**config.mk**
```make
export PLATFORM = sky130hd
export DESIGN_NAME = cmd_tree_scheduler_flat
export DESIGN_NICKNAME = d
export VERILOG_FILES = /design/src/rtl/cmd_tree_scheduler_pkg.sv /design/src/rtl/cmd_tree_scheduler_if.sv /design/src/rtl/cmd_tree_scheduler_rr_arbiter.sv /design/src/rtl/cmd_tree_scheduler.sv /design/src/flat_wrapper.sv
export SDC_FILE = /design/constraint.sdc
export NUM_CORES = 1
export LEC_CHECK = 0
export BUFFER_PORTS_ARGS = -buffer_cell sky130_fd_sc_hd__clkbuf_2
export CAP_MARGIN = 15
export CORE_MARGIN = 2
export CORE_UTILIZATION = 40
export CTS_CLUSTER_SIZE = 40
export DETAILED_ROUTE_END_ITERATION = 10
export GPL_TIMING_DRIVEN = 1
export HOLD_SLACK_MARGIN = 0.06
export SLEW_MARGIN = 40
export SYNTH_ARGS = -nofsm -noshare
export SYNTH_HDL_FRONTEND = slang
export SYNTH_SLANG_ARGS = --single-unit
```
**constraint.sdc**
```tcl
create_clock -name CLK -period 4.73 [get_ports CLK]
set_input_delay 0 -clock CLK [delete_from_list [all_inputs] [get_ports CLK]]
set_output_delay 0 -clock CLK [all_outputs]
set_load 0.01 [all_outputs]
```
**src/rtl/cmd_tree_scheduler_pkg.sv**
```systemverilog
// Shared definitions for the command-tree scheduler.
//   sched_state_e  : scheduler FSM encoding (RUN / DRAIN / STOPPED)
//   tree_latency() : cycles from an o_en/o_cmd sample to the leaf outputs
//   leaf_cnt_width(): width of a per-leaf reservation counter
package cmd_tree_scheduler_pkg;

  typedef enum logic [1:0] {
    ST_RUN     = 2'd0,
    ST_DRAIN   = 2'd1,
    ST_STOPPED = 2'd2
  } sched_state_e;

  // One register stage per tree level plus the root register.
  function automatic int tree_latency(input int num_leaves);
    return $clog2(num_leaves) + 1;
  endfunction

  // The counter must hold the value tl + hold.
  function automatic int leaf_cnt_width(input int tl, input int hold);
    return $clog2(tl + hold + 1);
  endfunction

endpackage

```
**src/rtl/cmd_tree_scheduler_if.sv**
```systemverilog
// Bundle of request handshake and tree-drive signals for cmd_tree_scheduler.
// Handshake: a request from requester r is accepted at the rising CLK edge
// where i_req_valid[r] & o_req_ready[r] are both high; o_req_ready is
// combinational and at most one-hot. A requester holds valid and mask stable
// until accepted (or withdraws it freely; nothing is latched before accept).
//   master : requester / environment side (drives i_*)
//   slave  : scheduler side (drives o_* and dbg_state)
interface cmd_tree_scheduler_if
  import cmd_tree_scheduler_pkg::*;
#(
  parameter int NUM_REQ         = 4,
  parameter int NUM_OUTPUT_DATA = 8
);
  logic [NUM_REQ-1:0]                 i_req_valid;
  logic [NUM_REQ*NUM_OUTPUT_DATA-1:0] i_req_mask;
  logic [NUM_REQ-1:0]                 o_req_ready;
  logic                               i_stop;
  logic                               o_en;
  logic [NUM_OUTPUT_DATA-1:0]         o_cmd;
  logic [$clog2(NUM_REQ)-1:0]         o_grant_id;
  logic                               o_delivered;
  logic [NUM_OUTPUT_DATA-1:0]         o_leaf_busy;
  logic                               o_zero_err;
  logic                               o_stopped;
  sched_state_e                       dbg_state;

  modport master (
    output i_req_valid, i_req_mask, i_stop,
    input  o_req_ready, o_en, o_cmd, o_grant_id, o_delivered,
           o_leaf_busy, o_zero_err, o_stopped, dbg_state
  );

  modport slave (
    input  i_req_valid, i_req_mask, i_stop,
    output o_req_ready, o_en, o_cmd, o_grant_id, o_delivered,
           o_leaf_busy, o_zero_err, o_stopped, dbg_state
  );
endinterface

```
**src/rtl/cmd_tree_scheduler_rr_arbiter.sv**
```systemverilog
// Combinational round-robin arbiter.
//   req_i   : request vector (already qualified for eligibility)
//   ptr_i   : highest-priority index this cycle
//   grant_o : one-hot grant, zero when no request
//   idx_o   : index of the granted requester (0 when no request)
module cmd_tree_scheduler_rr_arbiter #(
  parameter int NUM_REQ = 4
) (
  input  logic [NUM_REQ-1:0]         req_i,
  input  logic [$clog2(NUM_REQ)-1:0] ptr_i,
  output logic [NUM_REQ-1:0]         grant_o,
  output logic [$clog2(NUM_REQ)-1:0] idx_o
);
  localparam int IW = $clog2(NUM_REQ);

  logic          found;
  logic [IW-1:0] cand;

  // Scan from the pointer; NUM_REQ is a power of two so the index wraps
  // naturally in IW bits.
  always_comb begin
    grant_o = '0;
    idx_o   = '0;
    found   = 1'b0;
    cand    = '0;
    for (int i = 0; i < NUM_REQ; i++) begin
      cand = ptr_i + IW'(i);
      if (!found && req_i[cand]) begin
        found          = 1'b1;
        grant_o[cand]  = 1'b1;
        idx_o          = cand;
      end
    end
  end
endmodule

```
**src/rtl/cmd_tree_scheduler.sv**
```systemverilog
// Round-robin scheduler feeding a registered binary command-distribution tree.
//   CLK, rst : clock and synchronous active-high reset
//   bus      : slave side of cmd_tree_scheduler_if
//     i_req_valid/i_req_mask/o_req_ready : per-requester request handshake
//     i_stop      : level request to drain in-flight work and halt
//     o_en/o_cmd/o_grant_id : registered tree drive
//     o_delivered : command at the leaves (TREE_LATENCY after o_en)
//     o_leaf_busy : per-leaf reservation
//     o_zero_err  : zero-mask request accepted and dropped
//     o_stopped   : scheduler halted
//     dbg_state   : current FSM state
module cmd_tree_scheduler
  import cmd_tree_scheduler_pkg::*;
#(
  parameter int NUM_REQ         = 4,
  parameter int NUM_OUTPUT_DATA = 8,
  parameter int HOLD_CYCLES     = 2
) (
  input  logic           CLK,
  input  logic           rst,
  cmd_tree_scheduler_if.slave bus
);
  localparam int TREE_LATENCY = tree_latency(NUM_OUTPUT_DATA);
  localparam int CW           = leaf_cnt_width(TREE_LATENCY, HOLD_CYCLES);
  localparam int IW           = $clog2(NUM_REQ);
  localparam logic [CW-1:0] LEAF_LOAD = CW'(TREE_LATENCY + HOLD_CYCLES);

  sched_state_e                state_q;
  logic                        stopped_q;
  logic [IW-1:0]               ptr_q;
  logic [IW-1:0]               gid_q;
  logic                        en_q;
  logic                        zero_err_q;
  logic [NUM_OUTPUT_DATA-1:0]  cmd_q;
  logic [CW-1:0]               cnt_q [NUM_OUTPUT_DATA];
  logic [TREE_LATENCY-1:0]     flight_q;

  logic [NUM_OUTPUT_DATA-1:0]  leaf_busy;
  logic [NUM_OUTPUT_DATA-1:0]  sel_mask;
  logic [NUM_REQ-1:0]          eligible;
  logic [NUM_REQ-1:0]          arb_grant;
  logic [NUM_REQ-1:0]          ready;
  logic [IW-1:0]               arb_idx;
  logic                        grant_en;
  logic                        accept;
  logic                        drain_idle;

  always_comb begin
    leaf_busy = '0;
    for (int k = 0; k < NUM_OUTPUT_DATA; k++) begin
      leaf_busy[k] = (cnt_q[k] != '0);
    end
  end

  // A request is eligible only if none of its leaves is reserved; a zero
  // mask therefore always qualifies and is dropped on accept.
  always_comb begin
    eligible = '0;
    for (int r = 0; r < NUM_REQ; r++) begin
      eligible[r] = bus.i_req_valid[r] &&
        ((bus.i_req_mask[r*NUM_OUTPUT_DATA +: NUM_OUTPUT_DATA] & leaf_busy) == '0);
    end
  end

  cmd_tree_scheduler_rr_arbiter #(
    .NUM_REQ (NUM_REQ)
  ) u_arb (
    .req_i   (eligible),
    .ptr_i   (ptr_q),
    .grant_o (arb_grant),
    .idx_o   (arb_idx)
  );

  // Grants only while running with no stop pending; the RUN->DRAIN
  // transition cycle therefore never grants.
  always_comb begin
    grant_en = (state_q == ST_RUN) && !bus.i_stop && !rst;
    ready    = grant_en ? arb_grant : '0;
    accept   = |ready;
    sel_mask = bus.i_req_mask[int'(arb_idx)*NUM_OUTPUT_DATA +: NUM_OUTPUT_DATA];
  end

  assign drain_idle = (flight_q == '0) && (leaf_busy == '0) && !en_q;

  // Scheduler FSM
  always_ff @(posedge CLK) begin
    if (rst) begin
      state_q   <= ST_RUN;
      stopped_q <= 1'b0;
    end else begin
      case (state_q)
        ST_RUN: begin
          stopped_q <= 1'b0;
          if (bus.i_stop) state_q <= ST_DRAIN;
        end
        ST_DRAIN: begin
          if (!bus.i_stop) begin
            state_q   <= ST_RUN;
            stopped_q <= 1'b0;
          end else if (drain_idle) begin
            state_q   <= ST_STOPPED;
            stopped_q <= 1'b1;
          end
        end
        ST_STOPPED: begin
          if (!bus.i_stop) begin
            state_q   <= ST_RUN;
            stopped_q <= 1'b0;
          end
        end
        default: begin
          state_q   <= ST_RUN;
          stopped_q <= 1'b0;
        end
      endcase
    end
  end

  // Issue path, leaf reservations and in-flight tracking
  always_ff @(posedge CLK) begin
    if (rst) begin
      en_q       <= 1'b0;
      cmd_q      <= '0;
      gid_q      <= '0;
      zero_err_q <= 1'b0;
      ptr_q      <= '0;
      flight_q   <= '0;
      for (int k = 0; k < NUM_OUTPUT_DATA; k++) begin
        cnt_q[k] <= '0;
      end
    end else begin
      en_q       <= 1'b0;
      cmd_q      <= '0;
      zero_err_q <= 1'b0;
      // o_delivered is the tail of this shift of o_en.
      flight_q   <= {flight_q[TREE_LATENCY-2:0], en_q};

      for (int k = 0; k < NUM_OUTPUT_DATA; k++) begin
        if (accept && sel_mask[k]) begin
          cnt_q[k] <= LEAF_LOAD;
        end else if (cnt_q[k] != '0) begin
          cnt_q[k] <= cnt_q[k] - 1'b1;
        end
      end

      if (accept) begin
        ptr_q <= arb_idx + 1'b1;
        if (sel_mask != '0) begin
          en_q  <= 1'b1;
          cmd_q <= sel_mask;
          gid_q <= arb_idx;
        end else begin
          zero_err_q <= 1'b1;
        end
      end
    end
  end

  assign bus.o_req_ready = ready;
  assign bus.o_en        = en_q;
  assign bus.o_cmd       = cmd_q;
  assign bus.o_grant_id  = gid_q;
  assign bus.o_delivered = flight_q[TREE_LATENCY-1];
  assign bus.o_leaf_busy = leaf_busy;
  assign bus.o_zero_err  = zero_err_q;
  assign bus.o_stopped   = stopped_q;
  assign bus.dbg_state   = state_q;

endmodule
```
**src/flat_wrapper.sv**
```systemverilog
// flat-port wrapper written by rule: the top's interface ports become plain ports
module cmd_tree_scheduler_flat import cmd_tree_scheduler_pkg::*;
#(
  parameter int NUM_REQ         = 4,
  parameter int NUM_OUTPUT_DATA = 8,
  parameter int HOLD_CYCLES     = 2
)
  (CLK, rst, bus_i_req_valid, bus_i_req_mask, bus_i_stop, bus_o_req_ready, bus_o_en, bus_o_cmd, bus_o_grant_id, bus_o_delivered, bus_o_leaf_busy, bus_o_zero_err, bus_o_stopped, bus_dbg_state);
  cmd_tree_scheduler_if #(.NUM_REQ(NUM_REQ), .NUM_OUTPUT_DATA(NUM_OUTPUT_DATA)) bus_i ();
  input  logic CLK;
  input  logic rst;
  input wire logic [$bits(bus_i.i_req_valid)-1:0] bus_i_req_valid;
  input wire logic [$bits(bus_i.i_req_mask)-1:0] bus_i_req_mask;
  input wire logic [$bits(bus_i.i_stop)-1:0] bus_i_stop;
  output wire logic [$bits(bus_i.o_req_ready)-1:0] bus_o_req_ready;
  output wire logic [$bits(bus_i.o_en)-1:0] bus_o_en;
  output wire logic [$bits(bus_i.o_cmd)-1:0] bus_o_cmd;
  output wire logic [$bits(bus_i.o_grant_id)-1:0] bus_o_grant_id;
  output wire logic [$bits(bus_i.o_delivered)-1:0] bus_o_delivered;
  output wire logic [$bits(bus_i.o_leaf_busy)-1:0] bus_o_leaf_busy;
  output wire logic [$bits(bus_i.o_zero_err)-1:0] bus_o_zero_err;
  output wire logic [$bits(bus_i.o_stopped)-1:0] bus_o_stopped;
  output wire logic [$bits(bus_i.dbg_state)-1:0] bus_dbg_state;
  assign bus_i.i_req_valid = bus_i_req_valid;
  assign bus_i.i_req_mask = bus_i_req_mask;
  assign bus_i.i_stop = bus_i_stop;
  assign bus_o_req_ready = bus_i.o_req_ready;
  assign bus_o_en = bus_i.o_en;
  assign bus_o_cmd = bus_i.o_cmd;
  assign bus_o_grant_id = bus_i.o_grant_id;
  assign bus_o_delivered = bus_i.o_delivered;
  assign bus_o_leaf_busy = bus_i.o_leaf_busy;
  assign bus_o_zero_err = bus_i.o_zero_err;
  assign bus_o_stopped = bus_i.o_stopped;
  assign bus_dbg_state = bus_i.dbg_state;
  cmd_tree_scheduler #(.NUM_REQ(NUM_REQ), .NUM_OUTPUT_DATA(NUM_OUTPUT_DATA), .HOLD_CYCLES(HOLD_CYCLES)) u_core (.CLK(CLK), .rst(rst), .bus(bus_i));
endmodule
```
# ---- Word-level counts from Yosys, hierarchy flattened
# Memory sizes are Yosys's and may differ from the RTL's.
# Index checks and enable logic that the tools add are counted.
# W data, S select, Z words.
dict set report totals {
  ff_bits 21
  memories 1
  in_bits 39
  output_inout_bits 28
  latch_bits 0
  word_cells 224
  ramBits 24
  mem_bits_ro 0
}
dict set report op_classes {
  muxes 113
  n_addsub 12
  div_mod_pow 0
  eq_ne 5
  magnitude_cmp 8
  bitwise 25
  reduce_logical 51
  shifts 1
  multipliers 0
}
# name words width read_ports rd_clocked_by_memory_dff wr line
set mem_list {}
lappend mem_list {u_core.cnt_q 8 3 8 0 8 cmd_tree_scheduler.sv:35} ;# logic [CW-1:0] cnt_q [NUM_OUTPUT_DATA];
# op count
set op_table {}
lappend op_table {{$mux W1} 74}
lappend op_table {{$mux W3} 16}
lappend op_table {{$logic_not A8 Y1} 5}
lappend op_table {{$and A8 B8 Y8} 4}
lappend op_table {{$shiftx A32 B6 Y8} 1}
lappend op_table {{$reduce_bool A3 Y1} 8}
lappend op_table {{$sub A3 B1 Y3 const B} 8}
lappend op_table {{$logic_and A1 B1 Y1} 23}
lappend op_table {{$mux W4} 5}
lappend op_table {{$mux W2} 8}
lappend op_table {{$or A1 B1 Y1} 16}
lappend op_table {{$lt A2 B3 Y1 const B} 4}
lappend op_table {{$or A4 B4 Y4} 3}
lappend op_table {{$bmux W1 S2} 4}
lappend op_table {{$demux W1 S2} 4}
lappend op_table {{$ge A2 B1 Y1 const B} 4}
lappend op_table {{$reduce_bool A8 Y1} 1}
lappend op_table {{$logic_not A1 Y1} 6}
lappend op_table {{$pmux W2 S3} 1}
lappend op_table {{$add A2 B1 Y2 const B} 2}
lappend op_table {{$add A2 B2 Y2 const B} 2}
lappend op_table {{$logic_not A4 Y1} 1}
lappend op_table {{$ne A2 B2 Y1 const B} 2}
lappend op_table {{$reduce_and A2 Y1} 2}
lappend op_table {{10 further kinds} 11}

# ---- Depth between registers and ports, before layout
dict set report depth {
  ltp_word 24
  depth_mapped 17
  depth_no_buf 15
}

# ---- Modules after synthesis
# Synthesis repeated with hierarchy kept, for this count alone.
dict set report hier_totals {
  hier_cells 276
  area_unflattened_um2 2922.8
}
# module cells_each seq_area_each_um2 area_each_um2 n_inst
set by_module_without_submodules {}
lappend by_module_without_submodules {cmd_tree_scheduler 230 1141.1 2503.7 1}
lappend by_module_without_submodules {cmd_tree_scheduler_rr_arbiter 46 0.0 419.2 1}

# ---- Worst setup path after synthesis
# Ideal clock, no wire load.
dict set report synth_timing {
  path_kind {flip-flop to flip-flop}
  startpoint {memory u_core.cnt_q[0][6] (netlist name)}
  endpoint {memory u_core.cnt_q[0][0] (netlist name) (enable)}
  synth_period_minus_slack_ns 3.704
  slack_ns 1.026
  setup_ns 0.267
  n_path_buf 1
  required_ns 4.463
  path_stages_with_launch 17
  arrival_time_ns 3.436
  path_cell_list {edfxtp_1 -> inv_1 -> ha_1 -> nor2b_4 -> inv_2 -> a222oi_1 -> nand4_2 -> and2_1 -> clkbuf_1 -> nor3_2 -> nor3_2 -> a22o_1 -> a221o_1 -> nor2_1 -> a41o_4 -> and3b_2 -> or3_1}
}
# element line
set synth_lines {}
lappend synth_lines {{start: declaration} cmd_tree_scheduler.sv:35}

==> run_results.csv <==
group,metric,value,unit
timing,worst_pin_slew,720,ps
finish,antenna_cells,0,
worst_setup_path,path_depth,14,
cts,path_clk_slew,90,ps
worst_setup_path,critPathCapture,"u_core.cnt_q[0][7]$_SDFFCE_PN0P_",
finish,final_common_cell,"clkbuf_2",
timing,min_period_over_period,0.882,
worst_setup_path,crit_start,"u_core.cnt_q[0][18]$_SDFFCE_PP0P_",
worst_setup_path,ff2ff_path_depth,14,
pwr,pwr_density_cell,506,mW/mm²
worst_setup_path,cp_num_buf_inv,1,
detailed_routing,drt_pass1_iterations,5,
timing,post-route-min-period,4170,ps
pwr,switching_share,0.426,
cts,cts_tree,"yes",
detailed_routing,ant_nets,0,
finish,fin_cells,513,
timing,fmax,240,MHz
yosys,netlist_area,0.00321,mm²
global_route,grt_use_total,0.204,
global_route,grt_pass1_vias,2803,
yosys,async_flop_share,0,
detailed_routing,vias,2938,
placed_design,dp_cells,504,
worst_setup_path,crit_path_frequent_cell,"nor3_2",
floorplan,num_rows,32,
worst_setup_path,cp_cell_sequence,"inv_1 -> ha_1 -> nand2b_1 -> a222oi_1 -> nand4_2 -> and2_1 -> nor3_2 -> nor3_2 -> a22o_1 -> a221o_1 -> nor2_1 -> a41o_4 -> and3b_2 -> or3_1",
worst_setup_path,end_kind,"flop",
yosys,synth_top_area_cell,"edfxtp_1",
worst_setup_path,crit_type,"reg2reg",
detailed_routing,drc_errors,0,
yosys,synth_ff_type,"edfxtp_1",
timing,finalHoldViolCount,0,
worst_setup_path,crit_arrival,4220,ps
cts,cts.path.max_buffers,2,
worst_setup_path,crit-reg2reg-launch,"u_core.cnt_q[0][18]$_SDFFCE_PP0P_",
pwr,p_comb_frac,0.527,
floorplan,io_pins,67,
yosys,synthDistinctLibCells,64,
worst_setup_path,worstPathMaxFanout,18,
global_route,antenna_found_initial,0,
timing,drv_slew,0,
min_path,min_from,"bus_i_req_mask[31]",
detailed_routing,dr.first_iter.drc_count,216,
pwr,p_seq_frac,0.327,
worst_setup_path,max_stage_delay,430,ps
timing,setup_violations,0,
worst_setup_path,reg2reg_slack,560,ps
placed_design,io_buffers,66,
yosys,yosysWarnings,0,
floorplan,fp.dieH,93.5,µm
finish,final_area,0.00374,mm²
pwr,max-vdd-ir-drop,207,µV
yosys,seq_area_frac_synth,0.356,
run,cap_viol_max_count,0,
global_route,grt_max_degree,35,
yosys,synth_cells,348,
timing,relSlewSlack,0.520,
worst_setup_path,path_delay_family,"simple AND/OR/NAND/NOR gates",
finish,drive_above_1_share,0.275,
cts,cts_max_level,2,
timing,skew,7.25,ps
pwr,clkPwrFrac,0.146,
worst_setup_path,cp-start-kind,"flop",
detailed_routing,wire_per_inst,16.8,µm
worst_setup_path,worst_path_max_delay_cell,"a222oi_1",
worst_setup_path,critPathRequiredTime,4780,ps
yosys,ys_ff_latch,45,
floorplan,core,0.00777,mm²
timing,fin_setup_tns,0,ps
finish,nets,473,
yosys,synth-edff-count,24,
global_route,grt_pass1_wl,14100,µm
pwr,power.internal,1.08,mW
floorplan,die_x,93.5,µm
yosys,synthesis.nets,411,
global_route,overflow,0,
pwr,p_leak,1.66,nW
cts,clock_sinks,45,
worst_setup_path,worstReg2RegEnd,"u_core.cnt_q[0][7]$_SDFFCE_PN0P_",
timing,rsz0062_at_grt,"false",
finish,num-fill-cells,769,
placed_design,place_hpwl,6680,µm
finish,syn_to_final_growth,16.6,%
detailed_routing,via_per_inst,5.73,
finish,layout_common_cells,"clkbuf_2, nand3_1, ha_1, edfxtp_1",
placed_design,postPlaceCellArea,0.00362,mm²
placed_design,place_congestion,0.910,
detailed_routing,finalWirelength,8630,µm
pwr,p_switching,806,µW
floorplan,design.die.area,0.00875,mm²
cts,post_cts_buffers,0,
cts,clk-insertion-delay-late,300,ps
yosys,synth_top_area_frac,0.225,
min_path,hp-class,"in2reg",
cts,cts_buffers,5,
status,status,"finished clean",
cts,root_buffer,"clkbuf_8",
yosys,post_synth.cell_area_avg,9.22,µm²
floorplan,floorplan.initialDensity,0.413,
yosys,synth_area_leaders,"edfxtp_1, dfxtp_1, ha_1",
sequential cells by signal, summed over array words and instances, names as in the netlist:
signal,cells
u_core.flight_q,4
u_core.ptr_q,2
u_core.bus.o_cmd,8
u_core.bus.o_en,1
u_core.bus.o_zero_err,1
u_core.cnt_q,24
u_core.bus.dbg_state,2
u_core.bus.o_stopped,1
u_core.bus.o_grant_id,2
what timing repair did:
item / 4_1_cts / 5_1_grt
hold buffers: 1 / 0
hold endpoints to repair: 3 / 0
resized for setup: 0 / 0
layout make-up:
cell class / count / area [µm²] / share of cell area
inverter: 26 / 97.6 / 0.0261
clock buffer: 6 / 93.8 / 0.0251
timing repair buffer: 71 / 370 / 0.0991
tap: 102 / 128 / 0.0341
clock inverter: 2 / 16.3 / 0.00435
multi-input combinational: 261 / 1890 / 0.506
sequential: 45 / 1140 / 0.305
layer usage:
layer  part of all wire  GRT usage
met5                  0          0
met2               0.46      0.312
met3              0.069     0.0387
met1               0.46      0.296
met4              0.013     0.0543
logic make-up after synthesis:
family          after synthesis  share of synthesized area
fa+ha+maj                    24                     0.0936
simple gates                139                      0.259
xor+xnor                      8                     0.0219
compound gates               87                      0.199
flops                        45                      0.356
mux                           3                     0.0172
buf+inv                      42                     0.0542
Yosys cell counts, types with 3 or more instances:
master,count
dfxtp_1,21
nor2_1,9
o21ai_0,21
xor2_1,6
a22o_1,3
or3_1,9
a22oi_1,13
clkbuf_1,8
nor2b_1,9
and3b_1,6
nor2b_4,3
nand2b_1,4
nand2_1,15
inv_1,20
or2_2,6
a31o_2,5
a211oi_1,5
or4_1,3
buf_2,7
ha_1,24
edfxtp_1,24
inv_2,5
nor3_1,17
nand3_1,34
and3_1,4
a21oi_1,13
how the worst min path moves through the flow:
stage                                      endpoint  cells past startpoint
2_1_floorplan  u_core.bus.dbg_state[1]$_SDFFE_PP0P_                      1
3_3_place_gp      u_core.bus.o_stopped$_SDFFE_PP0P_                      2
3_5_place_dp      u_core.bus.o_stopped$_SDFFE_PP0P_                      2
4_1_cts              u_core.bus.o_cmd[7]$_SDFF_PP0_                      4
5_1_grt              u_core.bus.o_cmd[7]$_SDFF_PP0_                      4
6_report             u_core.bus.o_cmd[7]$_SDFF_PP0_                      4
power by group through the flow:
| stage | Sequential [mW] | Clock (mW) | Combinational (mW) |
|---|---|---|---|
| floorplan | 0.621 | 0 | 0.728 |
| finish | 0.618 | 0.276 | 0.997 |
| global placement | 0.626 | 0 | 0.982 |
| CTS | 0.619 | 0.277 | 0.995 |
| detailed placement | 0.628 | 0 | 0.987 |
| global route | 0.633 | 0.299 | 1.11 |
through the flow:
stage / total power [mW] / hold WS (ps) / setup slack, ps / util
floorplan: 1.35 / 166 / 1030 / -
global placement: 1.61 / 290 / 661 / 0.466
detailed placement: 1.62 / 292 / 641 / 0.466
CTS: 1.89 / 164 / 620 / 0.481
global route: 2.05 / 197 / 306 / 0.481
finish: 1.89 / 174 / 559 / 0.481
worst reg2reg max path: stages, from the launching register on:
cell      delay (ps)
edfxtp_1         370
inv_1            110
ha_1             170
nand2b_1         260
a222oi_1         430
nand4_2          320
and2_1           320
nor3_2           220
nor3_2           100
a22o_1           200
a221o_1          310
nor2_1           130
a41o_4           340
and3b_2          260
or3_1            370
Note: power is estimated with default switching activity, not from simulation.
